`src/rtl/shift_sequencer.sv`:
```
// Multi-cycle shift-by-N controller: one 1-bit shift stage per clock, sticky overflow.
// Optional arithmetic-right mode and `dir` port enabled by defining SHIFT_SEQ_ASR_EN.
module shift_sequencer #(
    parameter int WIDTH = 16,
    parameter int AMT_W = 4
) (
    input  logic             clk,
    input  logic             reset,
    input  logic             start,
    input  logic [WIDTH-1:0] operand,
    input  logic [AMT_W-1:0] amt,
`ifdef SHIFT_SEQ_ASR_EN
    input  logic             dir,
`endif
    output logic             busy,
    output logic             done,
    output logic [WIDTH-1:0] result,
    output logic             ovf
);

    typedef enum logic [1:0] {
        IDLE  = 2'd0,
        SHIFT = 2'd1,
        DONE  = 2'd2
    } state_t;

    state_t           state, state_nxt;
    logic [WIDTH-1:0] result_nxt;
    logic             ovf_nxt;
    logic [AMT_W-1:0] cnt, cnt_nxt;
`ifdef SHIFT_SEQ_ASR_EN
    logic             dir_q, dir_nxt;
`endif

    always_ff @(posedge clk) begin
        if (reset) begin
            state  <= IDLE;
            result <= '0;
            ovf    <= 1'b0;
            cnt    <= '0;
`ifdef SHIFT_SEQ_ASR_EN
            dir_q  <= 1'b0;
`endif
        end else begin
            state  <= state_nxt;
            result <= result_nxt;
            ovf    <= ovf_nxt;
            cnt    <= cnt_nxt;
`ifdef SHIFT_SEQ_ASR_EN
            dir_q  <= dir_nxt;
`endif
        end
    end

    always_comb begin
        state_nxt  = state;
        result_nxt = result;
        ovf_nxt    = ovf;
        cnt_nxt    = cnt;
`ifdef SHIFT_SEQ_ASR_EN
        dir_nxt    = dir_q;
`endif
        case (state)
            IDLE: begin
                if (start) begin
                    result_nxt = operand;
                    cnt_nxt    = amt;
                    ovf_nxt    = 1'b0;
`ifdef SHIFT_SEQ_ASR_EN
                    dir_nxt    = dir;
`endif
                    state_nxt  = (amt != '0) ? SHIFT : DONE;
                end
            end
            SHIFT: begin
`ifdef SHIFT_SEQ_ASR_EN
                if (dir_q) begin
                    ovf_nxt    = ovf | result[0];
                    result_nxt = {result[WIDTH-1], result[WIDTH-1:1]};
                end else begin
                    ovf_nxt    = ovf | result[WIDTH-1];
                    result_nxt = {result[WIDTH-2:0], 1'b0};
                end
`else
                ovf_nxt    = ovf | result[WIDTH-1];
                result_nxt = {result[WIDTH-2:0], 1'b0};
`endif
                cnt_nxt = cnt - AMT_W'(1);
                // Exit on the last shift so cnt never wraps below zero
                if (cnt == AMT_W'(1))
                    state_nxt = DONE;
            end
            DONE:    state_nxt = IDLE;
            default: state_nxt = IDLE;
        endcase
    end

    assign busy = (state != IDLE);
    assign done = (state == DONE);

endmodule

```
`config.mk`:
```
export PLATFORM = sky130hd
export DESIGN_NAME = shift_sequencer
export DESIGN_NICKNAME = d
export VERILOG_FILES = /design/src/rtl/shift_sequencer.sv
export SDC_FILE = /design/constraint.sdc
export NUM_CORES = 1
export LEC_CHECK = 0
export ABC_AREA = 1
export CAP_MARGIN = 30
export CORE_MARGIN = 5
export CORE_UTILIZATION = 48
export CTS_CLUSTER_DIAMETER = 30
export DETAILED_ROUTE_END_ITERATION = 6
export PLACE_DENSITY = 0.87
export SYNTH_ARGS = -nofsm -noshare
export SYNTH_HDL_FRONTEND = slang
export SYNTH_SLANG_ARGS = --single-unit
```
`constraint.sdc`:
```
create_clock -name clk -period 2 [get_ports clk]
set_input_delay 0.4 -clock clk [delete_from_list [all_inputs] [get_ports clk]]
set_output_delay 0.4 -clock clk [all_outputs]
set_load 0.02 [all_outputs]
```
==> flow_summary.toml <==
[place]
place_congestion = 0.7547
hpwl_mm = 1.983
portBuffers = 41

[final_layout]
final_cell_mix = "52 x nand2_1, 41 x nor2_1, 41 x clkdlybuf4s50_1"
fin_nets = 246
n_antenna_cell = 0
fin_util_pct = 66.62
synthToLayoutAreaGrowth_pct = 33.23
nFillCells = 218
drive_above_1_share_pct = 10.91
multi_input_area_um2 = 635.6
register_area_um2 = 462.9
layout.cells.most_common = "nand2_1"

[die]
die_x_um = 60.57
initial_utilization_pct = 50.00
die_area_um2 = 3669
fp-row-count = 18
coreArea_um2 = 2455
die_h_um = 60.57
ios = 42

[pwr]
combinationalPowerShare_pct = 35.9
seqPwrFrac_pct = 46.1
ir_drop_uv = 473.1
intPower_uw = 783.5
pwr-share-clk_pct = 18.1
switching_power_uw = 430.3
p_leak_uw = 0.0007200
p_per_area_nw_per_um2 = 742.2
power_switching_share_pct = 35.45
p_total_uw = 1214

[synth]
synth_fa_ha_area_share_pct = 2.039
synth_top_area_cell = "dfxtp_1"
synthCells = 180
ys_seq_area_share_pct = 37.51
synth_compound_area_share_pct = 12.54
ys_types = 19
yosys.area_share.xor_xnor_pct = 0
synthTopCellsByArea = "dfxtp_1 38%, nand2_1 16%, nor2_1 13%"
ys_seq_elements = 23
synth-simple-area-share_pct = 37.21
avgSynthCellArea_um2 = 6.819
ys_warn_count = 0
syn_area_um2 = 1227
synth.area.mux_share_pct = 0
yosysTopAreaCellShare_pct = 37.51
syn_nets = 205
synth_top_family_by_area = "simple AND/OR/NAND/NOR gates"

[setup_path]
r2r_cells = 7
endpoint = "done"
crit_cells = 3
cp_slowest_cell = "clkdlybuf4s50_1"
startpoint_type = "register"
endpoint_kind = "output pin"
crit_family = "buffers and inverters"
worstSetupPathType = "reg -> out"
reg2reg_slack_ns = 0.70
crit_path_max_incr_delay_ns = 0.60
crit_required_ns = 1.60
critical_path_buf_inv_count = 2
crit_fanout = 3
worstReg2RegStart = "state[0]"
crit_chain = "inv_2, nor2_1, clkdlybuf4s50_1"
startpoint = "state[1]"
timing.rr.end = "cnt[0]"
worstPathArrival_ns = 1.48

[routing]
finalWirelength_mm = 2.807
vias = 1236
drc = 0
first_iter_violations = 17
first_pass_iters = 4
viasPerCell = 4.944
wire_per_inst_um = 11.23
ant_nets = 0

[sta]
min_period_ns = 1.883
tns_ns = 0
tightest_slew_ns = 0.4772
max_slew_margin_pct = 68.15
slew_violations = 0
hold_viol_final = 0
max_freq_mhz = 531.2
period_share_pct = 94.13
rsz0062_at_grt = "false"
setup_viol = 0
final.setup_skew_ns = 0.001743

[global_route]
grt_pass1_vias = 1065
gr-total-overflow = 0
top_usage_layer = "met2"
grtUsageMet1_pct = 18.29
grt_pass1_wl_mm = 4.450
grt_max_degree = 23
grt_antenna_before_repair = 0
grtUsageMet3_pct = 4.043
grt_use_total_pct = 15.99
globalRouteMet2Util_pct = 28.70

[clock_network]
clk_pin_slew_ns = 0.13
clockRootBuffer = "clkbuf_4"
clockBufferDepth = 2
numCtsBuffers = 3
cts.sinks = 23
h-tree-depth = 1
cts_tree = "done"
clk_latency_ns = 0.31

[worst_hold_path]
hp-class = "reg -> reg"

[run_status]
status = "complete, no violations"

[run]
cap_violations = 0
[final cells by class]
type	count	share of cell area [%]
Timing Repair Buffer	43	26.01
Clock inverter	1	0.3060
Sequential cell	23	28.31
Multi-Input combinational cell	139	38.87
Tap cell	30	2.295
Clock buffer	3	1.377
Inverter	11	2.831
[state kept, by name, summed over array words and instances, names as in the netlist]
register / count
ovf: 1
result: 16
cnt: 4
state: 2
[metal layers]
metal / vias up / wire [µm]
li1: 645 / -
met1: 559 / 1181
met2: 28 / 1440
met3: 4 / 149
met4: 0 / 36
met5: - / 0
[Yosys cell counts, drive strengths merged]
cell and instances:
a21oi 6, buf 4, clkbuf 3, dfxtp 23
ha 2, inv 11, nand2 62, nand3 5
nor2 42, o211ai 1, o21ai 21
[cells by family (layout without fill, tap and decap cells)]
kind of cell | count (synthesis) | count (layout)
buffers and inverters | 18 | 58
adders and majority gates | 2 | 2
and+or+nand+nor | 109 | 109
DFF | 23 | 23
AOI/OAI and AO/OA | 28 | 28
[timing repair]
| item | CTS | global route |
|---|---|---|
| gates resized for setup | 0 | 2 |
| setup buffers | 0 | 0 |
| hold buffers | 0 | 0 |
| endpoints found under the hold margin | 0 | 0 |
| endpoints found under the setup margin | 0 | 2 |
[worst min-delay path by stage]
stage / from / endpoint / slack [ns] / depth (start not counted)
3_3_place_gp: ovf / ovf / 0.46 / 2
6_report: ovf / ovf / 0.49 / 2
5_1_grt: ovf / ovf / 0.52 / 2
2_1_floorplan: cnt[3] / cnt[3] / 0.45 / 2
4_1_cts: ovf / ovf / 0.49 / 2
3_5_place_dp: ovf / ovf / 0.48 / 2
[stage by stage]
step / cell area (µm²) / hold slack [ns] / setup slack, ns / cells
final: 1635 / 0.4917 / 0.1174 / 250
after CTS: 1633 / 0.4943 / 0.03488 / 250
after floorplan: 1227 / 0.4506 / 0.8029 / 180
after detailed placement: 1605 / 0.4761 / 0.3917 / 246
after global routing: 1635 / 0.5208 / 0.07806 / 250
after global placement: 1605 / 0.4649 / 0.4022 / 246
[worst reg2reg max path: cells and delay by family, from the launching register on]
| kind | cells | cell delay [ns] |
|---|---|---|
| AO/OA/AOI/OAI | 1 | 0.07 |
| AND/OR/NAND/NOR | 4 | 0.50 |
| flip-flops | 1 | 0.40 |
| buffers and inverters | 2 | 0.23 |
[power groups by stage]
stage	sequential, µW	clock, µW	combinational [µW]
final	559	220	435
after global routing	568	236	482
after global placement	567	0	431
after CTS	558	217	440
after detailed placement	567	0	439
after floorplan	610	0	245
Note: power is estimated with default switching activity, not from simulation.
